### src/rtl/reset_seq_pkg.sv
// Shared types, default parameters and width helper for the reset sequencer.
// The acknowledge handshake is compiled in with the RESET_SEQ_ACK_EN macro.
package reset_seq_pkg;

    typedef enum logic [1:0] {
        HOLD     = 2'd0,
        WAIT_ACK = 2'd1,
        GAP      = 2'd2,
        DONE     = 2'd3
    } seq_state_e;

    localparam int DEF_NUM_STAGES      = 4;
    localparam int DEF_HOLD_CYCLES     = 8;
    localparam int DEF_STAGE_GAP       = 4;
    localparam int DEF_DEBOUNCE_CYCLES = 16;
    localparam int DEF_ACK_TIMEOUT     = 255;

    // Bits needed to hold the values 0..max_val.
    function automatic int cnt_width(input int max_val);
        if (max_val < 1) begin
            return 1;
        end else begin
            return $clog2(max_val + 1);
        end
    endfunction

endpackage

### src/rtl/btn_debouncer.sv
// Two-flop synchronizer and debounce filter for the active-low push-button.
// The stable level only follows the raw input after DEBOUNCE_CYCLES agreeing samples.
module btn_debouncer
    import reset_seq_pkg::*;
#(
    parameter int DEBOUNCE_CYCLES = DEF_DEBOUNCE_CYCLES
) (
    input  logic clk,
    input  logic arst_in,
    input  logic btn_n,
    output logic btn_stable
);

    localparam int DW = cnt_width(DEBOUNCE_CYCLES);

    logic [1:0]    sync_r;
    logic [DW-1:0] cnt_r;

    // Synchronize the button and count consecutive samples that differ from the stable level.
    always_ff @(posedge clk or posedge arst_in) begin
        if (arst_in) begin
            sync_r     <= 2'b11;
            cnt_r      <= '0;
            btn_stable <= 1'b1;
        end else begin
            sync_r <= {sync_r[0], btn_n};
            if (sync_r[1] != btn_stable) begin
                if (cnt_r == DW'(DEBOUNCE_CYCLES - 1)) begin
                    btn_stable <= sync_r[1];
                    cnt_r      <= '0;
                end else begin
                    cnt_r <= cnt_r + DW'(1);
                end
            end else begin
                cnt_r <= '0;
            end
        end
    end

endmodule

### src/rtl/reset_sequencer.sv
// Staged reset release for NUM_STAGES domains, driven by arst_in, a debounced button
// and a software request. Define RESET_SEQ_ACK_EN to gate each release on stage_ack.
module reset_sequencer
    import reset_seq_pkg::*;
#(
    parameter int NUM_STAGES      = DEF_NUM_STAGES,
    parameter int HOLD_CYCLES     = DEF_HOLD_CYCLES,
    parameter int STAGE_GAP       = DEF_STAGE_GAP,
    parameter int DEBOUNCE_CYCLES = DEF_DEBOUNCE_CYCLES,
    parameter int ACK_TIMEOUT     = DEF_ACK_TIMEOUT
) (
    input  logic                                                clk,
    input  logic                                                arst_in,
    input  logic                                                btn_n,
    input  logic                                                sw_rst_req,
    input  logic [NUM_STAGES-1:0]                               stage_ack,
    output logic [NUM_STAGES-1:0]                               rst_out_n,
    output logic                                                busy,
    output logic [((NUM_STAGES > 1) ? $clog2(NUM_STAGES) : 1)-1:0] cur_stage,
    output logic                                                timeout_err
);

    localparam int SW = (NUM_STAGES > 1) ? $clog2(NUM_STAGES) : 1;
    localparam int HW = cnt_width(HOLD_CYCLES);
    localparam int GW = cnt_width(STAGE_GAP);

    seq_state_e    state_r;
    logic [HW-1:0] hold_cnt_r;
    logic [GW-1:0] gap_cnt_r;
    logic          btn_stable_s;
    logic          req_s;
    logic          last_s;
    logic [SW-1:0] nxt_stage_s;

    btn_debouncer #(
        .DEBOUNCE_CYCLES (DEBOUNCE_CYCLES)
    ) u_btn_debouncer (
        .clk        (clk),
        .arst_in    (arst_in),
        .btn_n      (btn_n),
        .btn_stable (btn_stable_s)
    );

    assign req_s       = ~btn_stable_s | sw_rst_req;
    assign last_s      = (cur_stage == SW'(NUM_STAGES - 1));
    assign nxt_stage_s = cur_stage + SW'(1);

`ifdef RESET_SEQ_ACK_EN
    localparam int TW = cnt_width(ACK_TIMEOUT);

    logic [TW-1:0] wait_cnt_r;
    logic          ack_hit_s;
    logic          tmo_hit_s;

    assign ack_hit_s = stage_ack[cur_stage];
    assign tmo_hit_s = (wait_cnt_r == TW'(ACK_TIMEOUT - 1));

    // Sequencer FSM: a request forces the same state as arst_in, then stages release in order.
    always_ff @(posedge clk or posedge arst_in) begin
        if (arst_in) begin
            state_r     <= HOLD;
            hold_cnt_r  <= '0;
            gap_cnt_r   <= '0;
            wait_cnt_r  <= '0;
            rst_out_n   <= '0;
            busy        <= 1'b1;
            cur_stage   <= '0;
            timeout_err <= 1'b0;
        end else if (req_s) begin
            state_r     <= HOLD;
            hold_cnt_r  <= '0;
            gap_cnt_r   <= '0;
            wait_cnt_r  <= '0;
            rst_out_n   <= '0;
            busy        <= 1'b1;
            cur_stage   <= '0;
            timeout_err <= 1'b0;
        end else begin
            case (state_r)
                HOLD: begin
                    if (hold_cnt_r == HW'(HOLD_CYCLES - 1)) begin
                        rst_out_n[0] <= 1'b1;
                        cur_stage    <= '0;
                        hold_cnt_r   <= '0;
                        state_r      <= WAIT_ACK;
                    end else begin
                        hold_cnt_r <= hold_cnt_r + HW'(1);
                    end
                end
                WAIT_ACK: begin
                    // A genuine ack takes precedence over a coincident timeout.
                    if (ack_hit_s || tmo_hit_s) begin
                        if (!ack_hit_s) begin
                            timeout_err <= 1'b1;
                        end else begin
                            timeout_err <= timeout_err;
                        end
                        wait_cnt_r <= '0;
                        if (last_s) begin
                            state_r <= DONE;
                            busy    <= 1'b0;
                        end else begin
                            state_r <= GAP;
                        end
                    end else begin
                        wait_cnt_r <= wait_cnt_r + TW'(1);
                    end
                end
                GAP: begin
                    if (gap_cnt_r == GW'(STAGE_GAP - 1)) begin
                        rst_out_n[nxt_stage_s] <= 1'b1;
                        cur_stage              <= nxt_stage_s;
                        gap_cnt_r              <= '0;
                        state_r                <= WAIT_ACK;
                    end else begin
                        gap_cnt_r <= gap_cnt_r + GW'(1);
                    end
                end
                DONE: begin
                    busy <= 1'b0;
                end
                default: begin
                    state_r <= HOLD;
                end
            endcase
        end
    end
`else
    logic ack_unused_s;

    assign ack_unused_s = ^stage_ack;
    assign timeout_err  = 1'b0;

    // Sequencer FSM without handshake: each release moves straight into the inter-stage gap.
    always_ff @(posedge clk or posedge arst_in) begin
        if (arst_in) begin
            state_r    <= HOLD;
            hold_cnt_r <= '0;
            gap_cnt_r  <= '0;
            rst_out_n  <= '0;
            busy       <= 1'b1;
            cur_stage  <= '0;
        end else if (req_s) begin
            state_r    <= HOLD;
            hold_cnt_r <= '0;
            gap_cnt_r  <= '0;
            rst_out_n  <= '0;
            busy       <= 1'b1;
            cur_stage  <= '0;
        end else begin
            case (state_r)
                HOLD: begin
                    if (hold_cnt_r == HW'(HOLD_CYCLES - 1)) begin
                        rst_out_n[0] <= 1'b1;
                        cur_stage    <= '0;
                        hold_cnt_r   <= '0;
                        state_r      <= (NUM_STAGES == 1) ? DONE : GAP;
                    end else begin
                        hold_cnt_r <= hold_cnt_r + HW'(1);
                    end
                end
                GAP: begin
                    // busy drops one edge after the final release, from DONE.
                    if (gap_cnt_r == GW'(STAGE_GAP - 1)) begin
                        rst_out_n[nxt_stage_s] <= 1'b1;
                        cur_stage              <= nxt_stage_s;
                        gap_cnt_r              <= '0;
                        state_r                <= (nxt_stage_s == SW'(NUM_STAGES - 1)) ? DONE : GAP;
                    end else begin
                        gap_cnt_r <= gap_cnt_r + GW'(1);
                    end
                end
                DONE: begin
                    busy <= 1'b0;
                end
                default: begin
                    state_r <= HOLD;
                end
            endcase
        end
    end
`endif

endmodule

### config.mk
export PLATFORM = sky130hd
export DESIGN_NAME = reset_sequencer
export DESIGN_NICKNAME = d
export VERILOG_FILES = /design/src/rtl/reset_seq_pkg.sv /design/src/rtl/btn_debouncer.sv /design/src/rtl/reset_sequencer.sv
export SDC_FILE = /design/constraint.sdc
export NUM_CORES = 1
export LEC_CHECK = 0
export CAP_MARGIN = 20
export CORE_MARGIN = 2
export CORE_UTILIZATION = 45
export DETAILED_ROUTE_END_ITERATION = 8
export PLACE_DENSITY = 0.7
export SLEW_MARGIN = 20
export SYNTH_ARGS = -nofsm -noshare
export SYNTH_HDL_FRONTEND = slang
export SYNTH_SLANG_ARGS = --single-unit
### constraint.sdc
create_clock -name clk -period 1.5 [get_ports clk]
set_input_delay 0.375 -clock clk [delete_from_list [all_inputs] [get_ports clk]]
set_output_delay 0.375 -clock clk [all_outputs]
set_load 0.01 [all_outputs]
==> results.py, run 1 <==
metrics = {
    "status": {
        "status": "completed",
    },
    "cells_and_area": {
        "fillers": 216,
        "diodes": 0,
        "regArea_um2": 606,
        "fin_util": 0.564,
        "synthToLayoutAreaGrowth_pct": 19.4,
        "multiInputGateArea_um2": 508,
        "layout-drive-gt1-share": 0.186,
        "nets": 145,
    },
    "timing": {
        "clock.fmax_ghz": 0.701,
        "rsz0062_at_grt": "no",
        "setup_viol": 0,
        "period_needed_ns": 1.43,
        "fin_crit_sh": 0.952,
        "finalHoldViolCount": 0,
        "skew_ns": 0.0115,
        "holdWs_ns": 0.367,
        "setup_ws_ns": 0.0726,
        "final.setup.tns_ns": 0,
        "maxSlewViolCount": 0,
    },
    "drt": {
        "routed_wl_um": 2070,
        "viasPerCell": 5.25,
        "drt_iter0_drc": 11,
        "drc": 0,
        "ant_nets": 0,
        "wl_per_cell_um": 13.0,
        "vias": 834,
        "dr.pass1.iters": 4,
    },
    "logic_synthesis": {
        "synth.area.top_cells": "dfrtp_1 (43%), dfstp_2 (9.1%), ha_1 (7.6%)",
        "yosysTopAreaCell": "dfrtp_1",
        "yosys_register_bits": 24,
        "ys_types": 34,
        "syn_nets": 125,
        "synthTopCellsByCount": "dfrtp_1 (20), nor2_1 (14), a21oi_1 (10)",
        "yosysMostFrequentCell": "dfrtp_1",
        "syn_inst": 110,
        "synth_ff_type": "dfrtp_1",
        "synth.cell_area_mm2": 0.00116,
        "ys_async_sr_fraction": 1.00,
        "syn_avg_cell_area_um2": 10.5,
        "yosysWarnings": 0,
        "synth_seq_area_share": 0.522,
        "synth-edff-count": 0,
        "synth_top_area_frac": 0.431,
    },
    "critical_path": {
        "critPathCaptureType": "register",
        "crit_required_ns": 1.76,
        "crit_fanout": 4,
        "cp.arrival_ns": 1.69,
        "crit_chain": "ha_1 -> nor2b_2 -> or3_1 -> a21oi_2",
        "slowest_stage": "dfrtp_1",
        "critPathTopFamily": "simple AND/OR/NAND/NOR gates",
        "cp-start-kind": "register",
        "slowest_delay_ns": 0.43,
        "crit_buf_inv": 0,
        "worstSetupPathType": "reg2reg",
    },
    "die": {
        "core_mm2": 0.00245,
        "io_pins": 16,
        "die_width_um": 54.8,
        "initial_utilization": 0.472,
        "dieArea_mm2": 0.00300,
        "rows": 18,
        "dieHeight_um": 54.8,
    },
    "global_routing": {
        "use_met2": 0.335,
        "grt.busiest_layer": "met2",
        "overflow": 0,
        "grt_pass1_wl_um": 3680,
        "grt_max_degree": 25,
        "grtUsageTotal": 0.177,
        "antenna_found_initial": 0,
        "grt_pass1_vias": 867,
        "use_met1": 0.180,
        "grt_use_met3": 0.0628,
    },
    "hold_path": {
        "hp-class": "reg2reg",
    },
    "clock_tree": {
        "clock-sinks": 24,
        "cts_tree": "done",
        "clk_latency_ns": 0.32,
        "cts_buffer_depth": 2,
        "root_buffer": "clkbuf_4",
        "numCtsBuffers": 3,
        "htreeDepth": 1,
        "clk_pin_slew_ns": 0.13,
        "cts_hold_buffers": 0,
    },
    "pwr": {
        "fin_total_pwr_mw": 1.17,
        "p_per_area_mw_per_mm2": 842,
        "max-vdd-ir-drop_v": 0.000629,
        "p_leak_nw": 0.673,
    },
    "place": {
        "dpl.hpwl_um": 1610,
        "globalplace.congestion": 0.786,
        "io_buffers": 10,
        "placement.setup.worst_slack_ns": -0.0464,
    },
    "run": {
        "maxCapViolations": 0,
    },
}
through the flow:
| step | std cells | cell area (µm²) |
|---|---|---|
| CTS | 159 | 1380 |
| global placement | 153 | 1320 |
| global route | 159 | 1390 |
| detailed placement | 153 | 1320 |
| finish | 159 | 1390 |
| floorplan | 110 | 1160 |
cells in the final DEF, fill, tap and decap left out, types with 2 or more instances in the layout:
| cell type | n |
|---|---|
| dlygate4sd2_1 | 6 |
| nand2_1 | 9 |
| and2_1 | 2 |
| buf_4 | 10 |
| a21oi_1 | 9 |
| nand2b_1 | 2 |
| clkdlybuf4s50_1 | 3 |
| inv_1 | 5 |
| dfrtp_1 | 20 |
| dfstp_2 | 4 |
| ha_1 | 7 |
| nor2b_1 | 2 |
| xor2_1 | 3 |
| nand3b_1 | 3 |
| nor2_1 | 14 |
| nand3_1 | 3 |
| clkbuf_4 | 3 |
| o21ai_0 | 3 |
report_power, final:
part           switching (mW)  internal (mW)  total (mW)
clock                   0.194          0.270       0.464
sequential            0.00623          0.659       0.665
combinational          0.0221         0.0157      0.0378
cell type report:
cell class / instances / area share
Inverter: 5 / 0.0136
Timing Repair Buffer: 20 / 0.117
Tap cell: 30 / 0.0271
Sequential cell: 24 / 0.437
Clock inverter: 1 / 0.0217
Clock buffer: 3 / 0.0163
Multi-Input combinational cell: 76 / 0.367
logic make-up after synthesis:
family	after synthesis	synth area share
other	1	0.00323
buffers and inverters	10	0.0453
muxes	2	0.0183
DFF	24	0.522
adders and majority gates	7	0.0755
xor gates and xnor gates	4	0.0302
AOI/OAI and AO/OA	19	0.100
and+or+nand+nor	43	0.205
final timing paths:
path,from,endpoint,slack (ns),depth (start not counted)
max,gap_cnt_r[0]$_DFFE_PP0P_,gap_cnt_r[0]$_DFFE_PP0P_,0.07,4
min,u_btn_debouncer.sync_r[0]$_DFF_PP1_,u_btn_debouncer.sync_r[1]$_DFF_PP1_,0.37,0
max reg2reg,gap_cnt_r[0]$_DFFE_PP0P_,gap_cnt_r[0]$_DFFE_PP0P_,0.07,4
min reg2reg,u_btn_debouncer.sync_r[0]$_DFF_PP1_,u_btn_debouncer.sync_r[1]$_DFF_PP1_,0.37,0
max in group asynchronous,arst_in,u_btn_debouncer.btn_stable$_DFFE_PP1P_,0.82,3
min in group asynchronous,arst_in,hold_cnt_r[3]$_DFFE_PP0P_,0.39,3
metal layers:
metal  vias up  wire length (µm)
met4         0                19
met2        13              1110
met3         5                80
met5         -                 0
li1        409                 -
met1       407               860
timing repair:
action | 4_1_cts | 5_1_grt
setup endpoints to repair | 7 | 3
pin swaps | 0 | 0
buffers inserted | 2 | 0
gates resized for setup | 8 | 3
cloned | 0 | 0
endpoints found under the hold margin | 0 | 0
registers in the layout, indices dropped and copies added, names as in the netlist:
signal,cells
busy,1
cur_stage,2
gap_cnt_r,3
hold_cnt_r,4
rst_out_n,4
state_r,2
u_btn_debouncer.btn_stable,1
u_btn_debouncer.cnt_r,5
u_btn_debouncer.sync_r,2
(Power assumes the default switching activity.)
==> run 2: changes to the inputs <==
- CAP_MARGIN: 20 -> 15
- MAX_ROUTING_LAYER: not set -> met4
==> results.py, run 2 (same netlist as run 1, synthesis figures left out) <==
metrics = {
    "die": {
        "die_width_um": 54.8,
        "dieArea_mm2": 0.00300,
        "initial_utilization": 0.472,
        "dieHeight_um": 54.8,
        "io_pins": 16,
        "rows": 18,
        "core_mm2": 0.00245,
    },
    "cells_and_area": {
        "layout_commonest_cell": "dfrtp_1",
        "layout-drive-gt1-share": 0.186,
        "diodes": 0,
        "largest_register_ffs": 5,
        "fin_area_mm2": 0.00139,
        "final_cell_mix": "dfrtp_1 (20), nor2_1 (14), buf_4 (10)",
        "synthToLayoutAreaGrowth_pct": 19.4,
        "top_regs": "u_btn_debouncer.cnt_r: 5 flops, hold_cnt_r: 4 flops, rst_out_n: 4 flops",
        "top_register": "u_btn_debouncer.cnt_r",
        "nets": 145,
    },
    "timing": {
        "rsz0062_at_grt": "no",
        "maxSlewViolCount": 0,
        "period_needed_ns": 1.42,
        "setup_ws_ns": 0.0790,
        "clock.fmax_ghz": 0.704,
        "skew_ns": 0.0112,
        "fin_crit_sh": 0.947,
        "finalHoldViolCount": 0,
        "setup_viol": 0,
    },
    "global_routing": {
        "overflow": 0,
        "grt_use_met3": 0.0628,
        "grt_pass1_vias": 869,
        "grt_pass1_wl_um": 3670,
        "grt_max_degree": 25,
        "antenna_found_initial": 0,
        "grt.busiest_layer": "met2",
        "use_met1": 0.183,
        "grtUsageTotal": 0.182,
        "use_met2": 0.333,
    },
    "critical_path": {
        "cp.arrival_ns": 1.68,
        "crit_buf_inv": 0,
        "r2r_cells": 4,
        "slowest_delay_ns": 0.43,
        "crit_required_ns": 1.76,
        "r2r_start": "gap_cnt_r[0]$_DFFE_PP0P_",
        "crit_fanout": 4,
        "crit_chain": "ha_1 -> nor2b_2 -> or3_1 -> a21oi_2",
        "critPathTopFamily": "simple AND/OR/NAND/NOR gates",
        "critPathCaptureType": "register",
        "slowest_stage": "dfrtp_1",
        "reg2reg_slack_ns": 0.08,
        "worstSetupPathType": "reg2reg",
        "cp-start-kind": "register",
        "r2r-end": "gap_cnt_r[0]$_DFFE_PP0P_",
    },
    "drt": {
        "wl_per_cell_um": 13.0,
        "vias": 831,
        "routed_wl_um": 2070,
        "drt_iter0_drc": 11,
        "ant_nets": 0,
        "dr.pass1.iters": 4,
        "viasPerCell": 5.23,
        "drc": 0,
    },
    "place": {
        "placement.setup.worst_slack_ns": -0.0464,
        "place_area_mm2": 0.00132,
        "globalplace.congestion": 0.797,
        "dpl.hpwl_um": 1610,
        "io_buffers": 10,
    },
    "pwr": {
        "fin_total_pwr_mw": 1.17,
        "p_leak_nw": 0.673,
        "p_per_area_mw_per_mm2": 842,
        "max-vdd-ir-drop_v": 0.000629,
    },
    "status": {
        "status": "completed",
    },
    "clock_tree": {
        "cts_buffer_depth": 2,
        "numCtsBuffers": 3,
        "clk_latency_ns": 0.32,
        "root_buffer": "clkbuf_4",
        "clock-sinks": 24,
        "htreeDepth": 1,
        "clk_pin_slew_ns": 0.13,
        "cts_tree": "done",
    },
    "hold_path": {
        "holdPathStages": 0,
        "hold_path.startpoint": "u_btn_debouncer.sync_r[0]$_DFF_PP1_",
        "worstHoldEndpoint": "u_btn_debouncer.sync_r[1]$_DFF_PP1_",
        "hp-class": "reg2reg",
    },
    "run": {
        "maxCapViolations": 0,
    },
}
==> run 2: cell counts in the layout (fill, tap and decap cells not counted) <==
No cell type changed its count.
==> run 2: power by group <==
part           internal [mW]  total [mW]  switching, mW
Clock                  0.270       0.464          0.193
Sequential             0.659       0.665        0.00622
Combinational         0.0157      0.0380         0.0223
==> run 2: worst max-delay path by stage <==
stage,start,endpoint,slack (ns),cells past startpoint
global route,gap_cnt_r[0]$_DFFE_PP0P_,gap_cnt_r[0]$_DFFE_PP0P_,0.02,4
global placement,sw_rst_req,cur_stage[0]$_DFFE_PP0P_,-0.01,4
CTS,gap_cnt_r[0]$_DFFE_PP0P_,gap_cnt_r[0]$_DFFE_PP0P_,0.01,4
floorplan,gap_cnt_r[0]$_DFFE_PP0P_,gap_cnt_r[0]$_DFFE_PP0P_,0.25,4
finish,gap_cnt_r[0]$_DFFE_PP0P_,gap_cnt_r[0]$_DFFE_PP0P_,0.08,4
detailed placement,sw_rst_req,cur_stage[0]$_DFFE_PP0P_,-0.05,4
==> run 2: metal layers <==
metal / routed length [µm] / vias to the layer above
met5: 0 / -
met3: 87 / 5
met1: 863 / 401
met2: 1100 / 15
met4: 19 / 0
li1: - / 410
==> run 2: what timing repair did <==
item	in CTS	in global routing
resized for setup	8	3
endpoints found under the setup margin	7	3
hold buffers	0	0
setup buffers	2	0
pin swaps	0	0
gates cloned	0	0
==> run 2: through the flow <==
step	utilization	hold slack (ns)	std cells	setup TNS [ns]
2_1_floorplan	-	0.345	110	0
3_3_place_gp	0.539	0.351	153	-0.0101
3_5_place_dp	0.539	0.348	153	-0.0853
4_1_cts	0.564	0.371	159	0
5_1_grt	0.564	0.373	159	0
6_report	0.564	0.366	159	0
==> run 2: layout make-up <==
cell class                 instances  area (µm²)
clock buffer                       3        22.5
tap                               30        37.5
multi-input combinational         76         508
timing repair buffer              20         163
fill                             216        1070
sequential                        24         606
clock inverter                     1        30.0
inverter                           5        18.8
==> run 2: worst register-to-register path, cell delays in order, from the launching register on <==
cell	delay [ns]
dfrtp_1	0.43
ha_1	0.24
nor2b_2	0.19
or3_1	0.37
a21oi_2	0.15
==> run 3: changes to the inputs <==
- CTS_BUF_LIST: not set -> sky130_fd_sc_hd__clkbuf_4 sky130_fd_sc_hd__clkbuf_8 sky130_fd_sc_hd__clkbuf_16
- SETUP_SLACK_MARGIN: not set -> 0.4
==> results.py, run 3 (same netlist as run 1, synthesis figures left out) <==
metrics = {
    "die": {
        "dieHeight_um": 54.8,
        "initial_utilization": 0.472,
        "die_width_um": 54.8,
        "core_mm2": 0.00245,
        "io_pins": 16,
        "rows": 18,
        "dieArea_mm2": 0.00300,
    },
    "clock_tree": {
        "cts_tree": "done",
        "clock-sinks": 24,
        "clk_pin_slew_ns": 0.14,
        "numCtsBuffers": 3,
        "htreeDepth": 1,
        "root_buffer": "clkbuf_4",
        "clk_latency_ns": 0.31,
        "cts_buffer_depth": 2,
    },
    "global_routing": {
        "overflow": 0,
        "grtUsageTotal": 0.188,
        "grt_max_degree": 25,
        "antenna_found_initial": 0,
        "grt_pass1_vias": 898,
        "grt_pass1_wl_um": 3800,
    },
    "critical_path": {
        "slowest_delay_ns": 0.56,
        "cp.arrival_ns": 0.96,
        "crit_buf_inv": 1,
        "r2r-end": "gap_cnt_r[0]$_DFFE_PP0P_",
        "crit_fanout": 2,
        "r2r_start": "gap_cnt_r[0]$_DFFE_PP0P_",
        "worstSetupPathType": "reg2out",
        "crit_chain": "buf_6",
        "critPathTopFamily": "flip-flops",
        "slowest_stage": "dfstp_2",
        "crit_required_ns": 1.12,
        "r2r_cells": 4,
        "reg2reg_slack_ns": 0.22,
        "cp-start-kind": "register",
        "critPathCaptureType": "output port",
    },
    "timing": {
        "finalHoldViolCount": 0,
        "clock.fmax_ghz": 0.749,
        "fin_crit_sh": 0.891,
        "holdWs_ns": 0.368,
        "setup_ws_ns": 0.164,
        "period_needed_ns": 1.34,
        "rsz0062_at_grt": "yes",
        "maxSlewViolCount": 0,
        "setup_viol": 0,
        "skew_ns": 0.00753,
    },
    "drt": {
        "wl_per_cell_um": 15.4,
        "dr.pass1.iters": 4,
        "viasPerCell": 5.16,
        "drt_iter0_drc": 1,
        "drc": 0,
        "vias": 918,
        "routed_wl_um": 2750,
        "ant_nets": 0,
    },
    "hold_path": {
        "worstHoldEndpoint": "u_btn_debouncer.sync_r[1]$_DFF_PP1_",
        "hold_path.startpoint": "u_btn_debouncer.sync_r[0]$_DFF_PP1_",
        "holdPathStages": 0,
        "hp-class": "reg2reg",
    },
    "pwr": {
        "p_leak_nw": 0.782,
        "max-vdd-ir-drop_v": 0.000540,
        "p_per_area_mw_per_mm2": 601,
    },
    "cells_and_area": {
        "top_register": "u_btn_debouncer.cnt_r",
        "layout-drive-gt1-share": 0.568,
        "multiInputGateArea_um2": 723,
        "fin_util": 0.723,
        "top_regs": "u_btn_debouncer.cnt_r: 5 flops, hold_cnt_r: 4 flops, rst_out_n: 4 flops",
        "largest_register_ffs": 5,
        "final_cell_mix": "dfrtp_1 (17), buf_4 (17), buf_6 (14)",
        "nets": 164,
        "regArea_um2": 609,
        "fillers": 169,
        "diodes": 0,
        "synthToLayoutAreaGrowth_pct": 53.0,
        "fin_area_mm2": 0.00177,
    },
    "status": {
        "status": "completed",
    },
    "place": {
        "io_buffers": 10,
        "placement.setup.worst_slack_ns": -0.00356,
        "place_area_mm2": 0.00133,
        "globalplace.congestion": 0.744,
        "dpl.hpwl_um": 1550,
    },
    "run": {
        "maxCapViolations": 0,
    },
}
==> run 3: cell count changes in the layout (fill, tap and decap cells not counted), moves of 4 or more <==
cell,change
ha_1,-6
buf_2,+4
buf_6,+14
a21oi_1,-7
a21oi_2,+5
dlygate4sd2_1,-5
buf_4,+7
nor2_1,-5
==> run 3: cell type report <==
class,instances,area share
Multi-Input combinational cell,76,0.408
Sequential cell,24,0.343
Timing Repair Buffer,39,0.197
Tap cell,30,0.0212
Clock buffer,4,0.0205
Inverter,5,0.0106
==> run 3: repair_timing <==
| item | in CTS | in global routing |
|---|---|---|
| setup endpoints to repair | 25 | 29 |
| cloned | 0 | 0 |
| resized for setup | 57 | 34 |
| setup buffers | 18 | 5 |
| hold buffers | 0 | 0 |
| pin swaps | 15 | 12 |
==> run 3: worst register-to-register path, cell delays in order, from the launching register on <==
cell     delay (ns)
dfrtp_1        0.44
ha_4           0.18
nor2b_4        0.14
or3_1          0.34
a21oi_1        0.12
==> run 3: worst max path at each step <==
stage | startpoint | endpoint | cells after the start
5_1_grt | busy$_DFFE_PP1P_ | busy | 1
6_report | busy$_DFFE_PP1P_ | busy | 1
2_1_floorplan | gap_cnt_r[1]$_DFFE_PP0P_ | gap_cnt_r[0]$_DFFE_PP0P_ | 4
4_1_cts | busy$_DFFE_PP1P_ | busy | 1
3_3_place_gp | sw_rst_req | cur_stage[1]$_DFFE_PP0P_ | 5
3_5_place_dp | sw_rst_req | cur_stage[1]$_DFFE_PP0P_ | 5
==> run 3: power breakdown <==
group	leakage, nW	internal (mW)	switching, mW
clock network	0.0210	0.148	0.197
logic	0.447	0.0252	0.0264
registers	0.314	0.659	0.0103
total	0.782	0.832	0.234
==> run 3: metrics by stage <==
stage / cells / total power [mW] / setup TNS [ns]
after floorplan: 110 / 0.701 / 0
after global placement: 151 / 0.715 / 0
after detailed placement: 151 / 0.718 / -0.00356
after CTS: 173 / 1.06 / 0
after global routing: 178 / 1.10 / 0
final: 178 / 1.07 / 0
==> run 3: routing by layer <==
layer | global-route usage | up-vias | wire, µm | part of all wire
li1 | - | 450 | - | -
met1 | 0.208 | 462 | 1110 | 0.40
met2 | 0.337 | 4 | 1590 | 0.58
met3 | 0.0246 | 2 | 31 | 0.011
met4 | 0.0750 | 0 | 18 | 0.0066
met5 | - | - | 0 | 0
